<file path="src/rtl/lcd_power_sequencer.sv">
// rtl/lcd_power_sequencer.sv - LCD panel power-up/power-down sequencer
// All state advances on the falling edge of clk_out. Every output is registered.
module lcd_power_sequencer #(
   parameter int T_TFT     = 4,
   parameter int T_SIG     = 3,
   parameter int T_LED_OFF = 2,
   parameter int T_TFT_OFF = 5,
   parameter int T_OFF_MIN = 6,
   parameter int CNT_W     = 8
) (
   input  logic       clk_out,
   input  logic       rst,
   input  logic       lcdoff,
   output logic       TFT_en,
   output logic       de_en,
   output logic       disp_en,
   output logic       rgb_en,
   output logic       pixel_en,
   output logic       en_sync,
   output logic       led_en,
   output logic       lcd_ready,
   output logic       busy,
   output logic [2:0] state_o
);

   typedef enum logic [2:0] {
      S_OFF    = 3'd0,
      S_PWR_UP = 3'd1,
      S_SIG_ON = 3'd2,
      S_ON     = 3'd3,
      S_LED_DN = 3'd4,
      S_SIG_DN = 3'd5
   } state_t;

   // The delay counter is loaded with T-1 so a state spans exactly T edges.
   localparam logic [CNT_W-1:0] LD_TFT     = CNT_W'(T_TFT - 1);
   localparam logic [CNT_W-1:0] LD_SIG     = CNT_W'(T_SIG - 1);
   localparam logic [CNT_W-1:0] LD_LED_OFF = CNT_W'(T_LED_OFF - 1);
   localparam logic [CNT_W-1:0] LD_TFT_OFF = CNT_W'(T_TFT_OFF - 1);
   localparam logic [CNT_W-1:0] LD_OFF     = CNT_W'(T_OFF_MIN);
   localparam logic [CNT_W-1:0] CNT_ZERO   = '0;
   localparam logic [CNT_W-1:0] CNT_ONE    = CNT_W'(1);
   localparam logic             OFF_HOLD   = (T_OFF_MIN != 0);

   state_t           state;
   logic [CNT_W-1:0] dly_cnt;
   logic [CNT_W-1:0] off_cnt;
   logic             sig;

   // Output image of a state: {TFT_en, SIG, led_en, lcd_ready, busy}.
   function automatic logic [4:0] drive(input state_t s, input logic hold);
      case (s)
         S_OFF:    drive = {4'b0000, hold};
         S_PWR_UP: drive = 5'b10001;
         S_SIG_ON: drive = 5'b11001;
         S_ON:     drive = 5'b11110;
         S_LED_DN: drive = 5'b11001;
         S_SIG_DN: drive = 5'b10001;
         default:  drive = 5'b00000;
      endcase
   endfunction

   always_ff @(negedge clk_out or negedge rst) begin
      if (!rst) begin
         state   <= S_OFF;
         dly_cnt <= CNT_ZERO;
         off_cnt <= CNT_ZERO;
         {TFT_en, sig, led_en, lcd_ready, busy} <= 5'b00000;
      end else begin
         case (state)
            S_OFF: begin
               if (off_cnt != CNT_ZERO) begin
                  off_cnt <= off_cnt - CNT_ONE;
                  busy    <= (off_cnt != CNT_ONE);
               end else if (!lcdoff) begin
                  state   <= S_PWR_UP;
                  dly_cnt <= LD_TFT;
                  {TFT_en, sig, led_en, lcd_ready, busy} <= drive(S_PWR_UP, 1'b0);
               end
            end
            S_PWR_UP, S_SIG_ON: begin
               // Abort before the backlight is on: SIG is dropped now, TFT later.
               if (lcdoff) begin
                  state   <= S_SIG_DN;
                  dly_cnt <= LD_TFT_OFF;
                  {TFT_en, sig, led_en, lcd_ready, busy} <= drive(S_SIG_DN, 1'b0);
               end else if (dly_cnt != CNT_ZERO) begin
                  dly_cnt <= dly_cnt - CNT_ONE;
               end else if (state == S_PWR_UP) begin
                  state   <= S_SIG_ON;
                  dly_cnt <= LD_SIG;
                  {TFT_en, sig, led_en, lcd_ready, busy} <= drive(S_SIG_ON, 1'b0);
               end else begin
                  state   <= S_ON;
                  {TFT_en, sig, led_en, lcd_ready, busy} <= drive(S_ON, 1'b0);
               end
            end
            S_ON: begin
               if (lcdoff) begin
                  state   <= S_LED_DN;
                  dly_cnt <= LD_LED_OFF;
                  {TFT_en, sig, led_en, lcd_ready, busy} <= drive(S_LED_DN, 1'b0);
               end
            end
            S_LED_DN: begin
               if (dly_cnt != CNT_ZERO) begin
                  dly_cnt <= dly_cnt - CNT_ONE;
               end else begin
                  state   <= S_SIG_DN;
                  dly_cnt <= LD_TFT_OFF;
                  {TFT_en, sig, led_en, lcd_ready, busy} <= drive(S_SIG_DN, 1'b0);
               end
            end
            S_SIG_DN: begin
               if (dly_cnt != CNT_ZERO) begin
                  dly_cnt <= dly_cnt - CNT_ONE;
               end else begin
                  state   <= S_OFF;
                  off_cnt <= LD_OFF;
                  {TFT_en, sig, led_en, lcd_ready, busy} <= drive(S_OFF, OFF_HOLD);
               end
            end
            default: begin
               state   <= S_OFF;
               dly_cnt <= CNT_ZERO;
               off_cnt <= CNT_ZERO;
               {TFT_en, sig, led_en, lcd_ready, busy} <= 5'b00000;
            end
         endcase
      end
   end

   assign de_en    = sig;
   assign disp_en  = sig;
   assign rgb_en   = sig;
   assign pixel_en = sig;
   assign en_sync  = sig;
   assign state_o  = state;

endmodule

</file>
<file path="config.mk">
export PLATFORM = sky130hd
export DESIGN_NAME = lcd_power_sequencer
export DESIGN_NICKNAME = d
export VERILOG_FILES = /design/src/rtl/lcd_power_sequencer.sv
export SDC_FILE = /design/constraint.sdc
export NUM_CORES = 1
export LEC_CHECK = 0
export CAP_MARGIN = 20
export CORE_MARGIN = 4
export CORE_UTILIZATION = 60
export CTS_CLUSTER_DIAMETER = 80
export CTS_CLUSTER_SIZE = 8
export DETAILED_ROUTE_END_ITERATION = 16
export GPL_TIMING_DRIVEN = 0
export PLACE_DENSITY = 0.82
export SLEW_MARGIN = 40
export SYNTH_ARGS = -nofsm -noshare
export SYNTH_HDL_FRONTEND = slang
export SYNTH_SLANG_ARGS = --single-unit
</file>
<file path="constraint.sdc">
create_clock -name clk_out -period 3.5 [get_ports clk_out]
set_input_delay 0.525 -clock clk_out [delete_from_list [all_inputs] [get_ports clk_out]]
set_output_delay 0.525 -clock clk_out [all_outputs]
set_load 0.02 [all_outputs]
</file>
=== Yosys cells after proc, flatten, opt, wreduce, memory -nomap -nowiden ===
Index checks and enable logic that the tools add are counted.

* Flip-flop bits (word level): 23
* Bits of input ports: 3
* Output and inout bits: 12
* Word-level logic and storage cells: 82

* Add/subtract/negate cells: 2
* Equal/unequal tests: 17
* Muxes and demuxes: 43
* Bitwise logic cells: 1
* Reduce and logical (&&, ||, !) cells: 12

{| class="wikitable"
|+ Operator list
! kind !! count
|-
| $mux 8 || 10
|-
| $pmux 8 s5 || 1
|-
| $pmux 8 s3 || 1
|-
| $mux 3 || 7
|-
| $mux 1 || 19
|-
| $ne 2x2->1 const B || 8
|-
| $reduce_bool 8->1 || 2
|-
| $sub 8x1->8 const B || 2
|-
| $pmux 3 s5 || 1
|-
| $pmux 1 s4 || 3
|-
| $reduce_and 5->1 || 2
|-
| $ne 8x1->1 const B || 1
|-
| $reduce_and 4->1 || 2
|-
| $eq 3x2->1 const B || 2
|-
| $eq 3x3->1 const B || 2
|-
| $ne 3x3->1 const B || 2
|-
| $reduce_and 6->1 || 1
|-
| $pmux 1 s5 || 1
|-
| $ne 4x4->1 const B || 1
|-
| $reduce_or 2->1 || 2
|-
| $reduce_or 4->1 || 1
|-
| $eq 3x1->1 const B || 1
|-
| $logic_not 3->1 || 1
|-
| $reduce_and 3->1 || 1
|-
| $not 1->1 || 1
|}

=== Longest topological paths before layout ===
Gate-level depths: netlist of run 1.

* Word-level depth: 5
* Mapped depth: 8
* Mapped depth without buffers: 7

==> summary.txt, run 1 <==
Outcome
  – Outcome: finished with violations
  – Failing checks: negative setup slack

GRT
  – All-layer global routing usage: 0.242
  – Vias in the first global route: approximately 1500
  – Gr ovfl total: 0
  – Initial antenna violation count: 0
  – Global-route wire length before repair: 6.80 mm
  – Pin count of the biggest net entering global routing: 24

Pwr
  – VDD IR max: approximately 0.58 mV
  – Cell Pwr Density: 775 nW/µm²
  – Lkg Pwr: around 0.00088 µW
  – Total chip power: approximately 1500 µW

Timing
  – Worst-margin pin slew: 789 ps
  – Count of final max-slew check failures: 0
  – Setup violations, final: 3
  – RSZ-0062 raised after global routing: true
  – Final worst clock skew: around 1.5 ps
  – Worst relative slew slack: 0.470
  – Fin worst setup slack: -8.99 ps
  – Hold slack: 495 ps
  – Final hold vios: 0

Yosys
  – Post-synth EDFFs: 0
  – Synth cell types: 50
  – Avg Inst Size Synth: roughly 8.3 µm²
  – Asr flop ratio synth: 1.00
  – Sequential-to-total area share from yosys stat: 0.343
  – Syn_nets: between 200 and 250
  – Synth warn: 0
  – Yosys top cell area share: 0.343
  – Largest cells by area after synthesis: dfrtn_1, nor2_1, o211ai_1
  – Cell taking the most area after synthesis: dfrtn_1
  – Synth Cell Area: roughly 1700 µm²
  – Syn Inst Count: slightly above 200
  – Most used DFF post-synth: dfrtn_1
  – Flops & latches, synth: 23

Critical path
  – Reg-to-reg startpoint: dly_cnt[0]
  – R2R Path End: TFT_en
  – Flop2flop setup slack: between 1000 and 1500 ps
  – Reg2Reg Depth: 8
  – Crit-path max FO: 7
  – Worst-path cell chain: buf_12 -> or4b_4 -> o21ai_4 -> o21ai_1 -> a21o_1 -> mux2_4
  – CP startpoint kind: input pin
  – CP max stage cell: or4b_4
  – Crit Path Category: input pin to flip-flop
  – CP endpoint kind: flip-flop
  – Critical Path AT: 1920 ps
  – Max stage delay on crit path: just under 500 ps
  – Worst EP required: approximately 1900 ps

Worst hold path
  – Hold Crit Depth: 1
  – Hold Startpoint: lcd_ready
  – Worst min-delay path category: flip-flop to flip-flop
  – WHS Endpoint: lcd_ready

Floorplan
  – Die Y: 60.9 µm
  – Row count: 18
  – Die X: about 61 µm
  – Initial Util: 0.654
  – Core area: 2570 µm²
  – DIE AREA: between 3000 and 4000 µm²
  – I/O pin total: 15

Layout
  – NumNets Final: 236
  – Synth-to-layout area growth: 17.7%
  – Ant diodes: 0
  – Share of cells above drive strength 1: 0.189
  – Layout fillers: 192
  – Register area: 576 µm²
  – Multi-input logic area: 1020 µm²

Clocking
  – CTS H-Tree Depth: 1
  – Clk_lat worst skew: approximately 310 ps
  – Reg clk slew, reported paths: about 90 ps
  – CTS Buf Count: 3
  – CTS tree: built
  – Clock Sink Count: 23
  – Clock Path Buffers: 2
  – Post-CTS Hold Buffers: 0
  – CTS root buf: clkbuf_4

Placement
  – Port bufs: 13
  – Final RePlAce weighted congestion: ~0.86
  – DP HPWL: ~3.0 mm
  – Place WS: -456 ps

Route
  – TritonRoute pass-1 iters: 4
  – Drt total wl: about 4.3 mm
  – Routed WL per cell: roughly 17 µm
  – Via count: 1644
  – DRC: 0
  – Final antenna-violating net count: 0
  – First DRT Iteration DRCs: around 160
  – Vias per cell: around 6.4

Flow run
  – Max Cap Viol: 0
==> report_power, final <==
group | total (µW) | switching, µW | internal, µW
sequential | 492 | 114 | 378
combinational | 910 | 512 | 398
clock | 130 | 84.9 | 44.6
==> state kept, by name, indices dropped and copies added, names as in the netlist <==
| name | flops |
|---|---|
| TFT_en | 1 |
| busy | 1 |
| de_en | 1 |
| dly_cnt | 8 |
| state_o | 3 |
| lcd_ready | 1 |
| off_cnt | 8 |
==> worst max-delay path: cells and delay by family <==
kind,cells,cell delay (ps)
AOI/OAI and AO/OA,3,500
muxes,1,300
and+or+nand+nor,1,490
buffers and inverters,1,110
==> synthesized netlist by cell type, drive strengths merged, types with 3 or more instances <==
library cell	n
ha	5
o31ai	5
clkbuf	4
dfrtn	23
o211ai	11
a31oi	3
o21ai	16
a21oi	7
buf	13
or4b	3
mux2	4
nand2b	3
nand2	17
nor2	26
nor3	9
inv	8
nand3	8
xor2	5
==> routing by layer <==
layer | up-vias | GRT usage | wire length (µm)
met3 | 15 | 0.0277 | 268
met4 | 0 | 0.0929 | 95
met5 | - | 0 | 0
met2 | 74 | 0.415 | 2080
li1 | 775 | - | -
met1 | 780 | 0.310 | 1830
==> through the flow <==
step | cells | setup TNS (ps) | cell area [µm²] | utilization
after detailed placement | 245 | -4020 | 1870 | 0.728
after global routing | 257 | -168 | 1980 | 0.769
final | 257 | -22.8 | 1980 | 0.769
after CTS | 252 | 0 | 1920 | 0.749
after global placement | 245 | -3440 | 1870 | 0.730
after floorplan | 202 | -1890 | 1710 | -
==> cells by family (layout without fill, tap and decap cells) <==
family                   after synthesis  in the layout  share of synthesized area
flip-flops                            23             23                      0.343
XOR/XNOR                               6              6                     0.0313
multiplexers                           5              5                     0.0328
adder cells (fa/ha/maj)                5              5                     0.0373
buffers and inverters                 25             50                     0.0768
AND/OR/NAND/NOR                       80             80                      0.243
AO/OA/AOI/OAI                         58             58                      0.236
==> placed cells by master (no fill, tap or decap), types with 3 or more instances in the layout <==
master and n:
buf_6 4, clkbuf_4 3, nand2b_1 3, nor2_1 23, dlygate4sd2_1 7, a31oi_1 3
o21ai_0 13, ha_1 5, dfrtn_1 23, clkbuf_1 5, nand3_1 8, buf_2 7
nand2_1 17, o211ai_1 11, xor2_1 5, buf_4 12, mux2_4 3, a21oi_1 7
inv_1 8, nor3_1 9, o31ai_1 5, nor2_2 3
==> final cells by class <==
cell class                 instances  area share
sequential                        23       0.291
multi-input combinational        154       0.517
inverter                           8      0.0152
buffer                            17      0.0595
clock buffer                       4      0.0133
tap                               30      0.0190
timing repair buffer              21      0.0842
==> worst max-delay path by stage <==
stage | slack, ps | startpoint | endpoint | cells past startpoint
6_report | -9 | lcdoff | de_en | 6
5_1_grt | -40 | lcdoff | de_en | 6
4_1_cts | 20 | de_en | pixel_en | 3
3_5_place_dp | -460 | lcdoff | dly_cnt[0] | 6
3_3_place_gp | -390 | lcdoff | dly_cnt[0] | 6
2_1_floorplan | -280 | lcdoff | de_en | 6
==> what timing repair did <==
item,in CTS,in global routing
buffers inserted,3,4
pin swaps,1,2
setup endpoints to repair,20,7
gates cloned,0,1
gates resized for setup,22,8
No activity file was read; power rests on OpenSTA's default activity.
==> run 2: changes to the inputs <==
--- a/config.mk
+++ b/config.mk
@@ -13,6 +13,7 @@
 export DETAILED_ROUTE_END_ITERATION = 16
 export GPL_TIMING_DRIVEN = 0
 export PLACE_DENSITY = 0.82
+export SKIP_CTS_REPAIR_TIMING = 1
 export SLEW_MARGIN = 40
 export SYNTH_ARGS = -nofsm -noshare
 export SYNTH_HDL_FRONTEND = slang
==> summary.txt, run 2 (same netlist as run 1, synthesis figures left out) <==
Timing
  – Fin worst setup slack: -16.2 ps (-7.18 ps)
  – Final hold vios: 0 (unchanged)
  – Worst-margin pin slew: 821 ps (+31.9 ps)
  – Count of final max-slew check failures: 0 (unchanged)
  – RSZ-0062 raised after global routing: true
  – Setup violations, final: 2 (-1)
  – Hold slack: 488 ps (-7.04 ps)
  – Worst relative slew slack: 0.449 (-0.0214)
  – Final worst clock skew: 2.39 ps (+0.849 ps)

GRT
  – Global-route wire length before repair: 6.71 mm (-1.3%)
  – Gr ovfl total: 0 (unchanged)
  – Initial antenna violation count: 0 (unchanged)
  – Vias in the first global route: 1512 (-0.13%)
  – Pin count of the biggest net entering global routing: 24 (unchanged)
  – All-layer global routing usage: 0.238 (-0.00307)

Critical path
  – Critical Path AT: 1930 ps (about the same)
  – CP endpoint kind: flip-flop
  – Crit-path max FO: 7 (unchanged)
  – Worst EP required: 1920 ps (about the same)
  – R2R Path End: dly_cnt[5]
  – Worst-path cell chain: buf_12 -> or4b_4 -> o21ai_4 -> o21ai_1 -> a21o_1 -> mux2_4
  – Reg-to-reg startpoint: dly_cnt[0]
  – Max stage delay on crit path: 490 ps (about the same)
  – Flop2flop setup slack: 1020 ps (-70 ps)
  – Crit Path Category: input pin to flip-flop
  – CP max stage cell: or4b_4
  – Reg2Reg Depth: 8 (unchanged)
  – CP startpoint kind: input pin

Outcome
  – Failing checks: negative setup slack
  – Outcome: finished with violations

Route
  – First DRT Iteration DRCs: 133 (-18%)
  – Drt total wl: 4.29 mm (+0.12%)
  – DRC: 0 (unchanged)
  – Vias per cell: 6.53 (+2.1%)
  – Routed WL per cell: 16.9 µm (+1.3%)
  – TritonRoute pass-1 iters: 6 (+2)
  – Final antenna-violating net count: 0 (unchanged)
  – Via count: 1659 (+0.91%)

Clocking
  – Clock Sink Count: 23 (unchanged)
  – CTS H-Tree Depth: 1 (unchanged)
  – Clock Path Buffers: 2 (unchanged)
  – CTS tree: built
  – CTS root buf: clkbuf_4
  – Clk_lat worst skew: 310 ps (about the same)
  – Reg clk slew, reported paths: 80 ps (about the same)
  – CTS Buf Count: 3 (unchanged)

Floorplan
  – DIE AREA: 3710 µm² (unchanged)
  – I/O pin total: 15 (unchanged)
  – Die Y: 60.9 µm (unchanged)
  – Core area: 2570 µm² (unchanged)
  – Initial Util: 0.654 (unchanged)
  – Row count: 18 (unchanged)
  – Die X: 60.9 µm (unchanged)

Worst hold path
  – Hold Crit Depth: 1 (unchanged)
  – Worst min-delay path category: flip-flop to flip-flop
  – WHS Endpoint: lcd_ready
  – Hold Startpoint: lcd_ready

Pwr
  – Cell Pwr Density: 775 nW/µm² (about the same)
  – Lkg Pwr: 0.000969 µW (+11%)
  – VDD IR max: 0.588 mV (+1.0%)

Layout
  – Layout fillers: 193 (+0.52%)
  – Register area: 576 µm² (unchanged)
  – NumNets Final: 233 (-1.3%)
  – Ant diodes: 0 (unchanged)
  – Multi-input logic area: 1030 µm² (+0.37%)
  – Commonest non-fill, non-tap cells in the layout: dfrtn_1, nor2_1, nand2_1
  – Synth-to-layout area growth: 18.9%
  – Share of cells above drive strength 1: 0.170 (-0.0198)
  – Final Util: 0.777 (+0.00780)

Placement
  – Final RePlAce weighted congestion: 0.860 (unchanged)
  – Port bufs: 13 (unchanged)
  – DP HPWL: 2.96 mm (unchanged)

Flow run
  – Max Cap Viol: 0 (unchanged)
[run 2: worst max path at each step]
stage / from / endpoint / slack, ps / cells past startpoint
3_5_place_dp: lcdoff / dly_cnt[0] / -460 / 6
3_3_place_gp: lcdoff / dly_cnt[0] / -390 / 6
5_1_grt: lcdoff / de_en / -60 / 6
4_1_cts: de_en / en_sync / -340 / 2
6_report: lcdoff / de_en / -20 / 6
2_1_floorplan: lcdoff / de_en / -280 / 6
[run 2: worst max-delay path, delay by kind of cell]
family / cells / cell delay [ps]
muxes: 1 / 300
and+or+nand+nor: 1 / 490
buffers and inverters: 1 / 110
AOI/OAI and AO/OA: 3 / 500
[run 2: stage by stage]
stage | power, µW | setup WS, ps | std cells | setup TNS, ps | cell area (µm²)
after floorplan | 1130 | -281 | 202 | -1890 | 1710
after global placement | 1320 | -387 | 245 | -3440 | 1870
after detailed placement | 1370 | -456 | 245 | -4020 | 1870
after CTS | 1500 | -338 | 249 | -3420 | 1900
after global routing | 1660 | -62.6 | 254 | -163 | 2000
final | 1550 | -16.2 | 254 | -29.2 | 2000
[run 2: where the power goes]
part / leakage (µW) / internal (µW) / switching [µW]
clock: 0.0000150 / 44.7 / 84.3
combinational: 0.000668 / 408 / 514
sequential: 0.000286 / 378 / 119
[run 2: metal layers]
metal  track usage  share of wire
met1         0.308           0.41
met2         0.403           0.50
met3        0.0255          0.071
met4         0.102          0.020
met5             0              0
[run 2: layout make-up]
class | count | area share
plain buffers | 17 | 0.0589
well taps | 30 | 0.0188
multi-input cells | 154 | 0.514
repair buffers | 18 | 0.0915
flip-flops and latches | 23 | 0.288
inverters | 8 | 0.0150
clock buffers | 4 | 0.0132
==> run 3: changes to the inputs <==
--- a/config.mk
+++ b/config.mk
@@ -14,7 +14,7 @@
 export GPL_TIMING_DRIVEN = 0
 export PLACE_DENSITY = 0.82
 export SKIP_CTS_REPAIR_TIMING = 1
-export SLEW_MARGIN = 40
+export SLEW_MARGIN = 20
 export SYNTH_ARGS = -nofsm -noshare
 export SYNTH_HDL_FRONTEND = slang
 export SYNTH_SLANG_ARGS = --single-unit
==> summary.txt, run 3 (same netlist as run 1, synthesis figures left out) <==
Critical path
  – Reg2Reg Depth: 7 (-1)
  – CP endpoint kind: primary output
  – CP startpoint kind: flip-flop
  – Worst EP required: 2970 ps (+1050 ps)
  – Flop2flop setup slack: 970 ps (-50 ps)
  – Reg-to-reg startpoint: dly_cnt[4]
  – Crit path capture: rgb_en
  – Crit Path Category: flip-flop to primary output
  – R2R Path End: dly_cnt[5]
  – Crit-path max FO: 4 (-3)
  – Critical Path AT: 2990 ps (+1060 ps)
  – CP startpoint: de_en

GRT
  – Pin count of the biggest net entering global routing: 24 (unchanged)
  – Vias in the first global route: 1492 (-1.3%)
  – Global-route wire length before repair: 6.61 mm (-1.5%)
  – All-layer global routing usage: 0.237 (-0.00142)
  – Gr ovfl total: 0 (unchanged)
  – Initial antenna violation count: 0 (unchanged)

Clocking
  – Clock Sink Count: 23 (unchanged)
  – Clk_lat worst skew: 320 ps (about the same)
  – CTS Buf Count: 3 (unchanged)
  – CTS H-Tree Depth: 1 (unchanged)
  – Clock Path Buffers: 2 (unchanged)
  – CTS root buf: clkbuf_4
  – CTS tree: built
  – Reg clk slew, reported paths: 90 ps (about the same)

Layout
  – Commonest non-fill, non-tap cells in the layout: dfrtn_1, nor2_1, nand2_1
  – NumNets Final: 235 (+0.86%)
  – Share of cells above drive strength 1: 0.186 (+0.0162)
  – Synth-to-layout area growth: 20.2%
  – Final Non-Filler Cells: 256 (+0.79%)
  – Layout fillers: 170 (-12%)
  – Ant diodes: 0 (unchanged)

Floorplan
  – I/O pin total: 15 (unchanged)
  – DIE AREA: 3710 µm² (unchanged)
  – Die Y: 60.9 µm (unchanged)
  – Core area: 2570 µm² (unchanged)
  – Row count: 18 (unchanged)
  – Die X: 60.9 µm (unchanged)
  – Initial Util: 0.654 (unchanged)

Pwr
  – Logic pwr share: 0.598 (+0.002)
  – Internal: 834 µW (+0.48%)
  – Seq pwr share: 0.314 (-0.007)
  – Net Sw Frac: 0.466 (+0.00286)
  – Clock power share: 0.088 (+0.005)
  – VDD IR max: 0.577 mV (-1.8%)
  – Switching pwr: 728 µW (+1.6%)
  – Cell Pwr Density: 775 nW/µm² (about the same)
  – Lkg Pwr: 0.000970 µW (+0.12%)

Timing
  – Fin worst setup slack: -11.3 ps (+4.91 ps)
  – Count of final max-slew check failures: 0 (unchanged)
  – Worst-margin pin slew: 909 ps (+88.5 ps)
  – Hold slack: 497 ps (+8.99 ps)
  – Final worst clock skew: 1.09 ps (-1.30 ps)
  – Final hold vios: 0 (unchanged)
  – RSZ-0062 raised after global routing: true
  – Worst relative slew slack: 0.389 (-0.0595)
  – Setup violations, final: 2 (unchanged)

Placement
  – Final RePlAce weighted congestion: 0.860 (unchanged)
  – DP HPWL: 2.90 mm (-2.0%)
  – Port bufs: 13 (unchanged)
  – Placed insts: 245 (unchanged)
  – Place WS: -449 ps (+7.38 ps)

Route
  – TritonRoute pass-1 iters: 4 (-2)
  – Vias per cell: 6.38 (-2.3%)
  – DRC: 0 (unchanged)
  – Drt total wl: 4.39 mm (+2.5%)
  – First DRT Iteration DRCs: 133 (unchanged)
  – Via count: 1633 (-1.6%)
  – Routed WL per cell: 17.2 µm (+1.7%)
  – Final antenna-violating net count: 0 (unchanged)

Flow run
  – Max Cap Viol: 0 (unchanged)

Outcome
  – Outcome: finished with violations
  – Failing checks: negative setup slack

Worst hold path
  – Worst min-delay path category: flip-flop to flip-flop
  – Hold Crit Depth: 1 (unchanged)
==> run 3: cell count changes in the layout (fill, tap and decap cells not counted), sizes merged <==
cell and delta:
dlymetal6s2s -1, clkinv +1, buf +1, clkbuf +1
==> run 3: per-stage QoR <==
step | power (µW) | util | cell area (µm²) | setup TNS, ps
after global routing | 1680 | 0.786 | 2020 | -143
after detailed placement | 1360 | 0.730 | 1870 | -4040
final | 1560 | 0.786 | 2020 | -16.6
after CTS | 1500 | 0.741 | 1900 | -3460
after floorplan | 1130 | - | 1710 | -1890
after global placement | 1320 | 0.730 | 1870 | -3440
==> run 3: routing by layer <==
layer	part of all wire	vias to the layer above	global-route usage
met3	0.062	15	0.0319
met2	0.50	72	0.402
met1	0.42	771	0.307
li1	-	775	-
met4	0.020	0	0.0898
met5	0	-	0
==> run 3: critical path: stages, from the launching register on <==
cell and delay [ps]:
dfrtn_1 400, buf_6 130, buf_4 120, buf_4 120
buf_4 140
==> run 3: power groups by stage <==
| stage | clock, µW | combinational, µW | sequential [µW] |
|---|---|---|---|
| 6_report | 137 | 935 | 491 |
| 5_1_grt | 143 | 1030 | 505 |
| 4_1_cts | 136 | 874 | 489 |
| 3_5_place_dp | 0 | 871 | 494 |
| 3_3_place_gp | 0 | 835 | 484 |
| 2_1_floorplan | 0 | 638 | 490 |
==> run 3: layout make-up <==
type                    count  area, µm²  share of cell area
flip-flops and latches     23        576               0.285
inverters                   8       30.0              0.0149
multi-input cells         154       1020               0.504
repair buffers             20        211               0.105
clock buffers               3       22.5              0.0112
clock inverters             1       5.00             0.00248
well taps                  30       37.5              0.0186
plain buffers              17        118              0.0583
==> run 3: worst min path at each step <==
stage,start,end,slack [ps]
3_3_place_gp,lcd_ready,lcd_ready,480
3_5_place_dp,lcd_ready,lcd_ready,500
6_report,lcd_ready,lcd_ready,500
5_1_grt,lcd_ready,lcd_ready,510
2_1_floorplan,off_cnt[2],off_cnt[2],450
4_1_cts,off_cnt[2],off_cnt[2],500
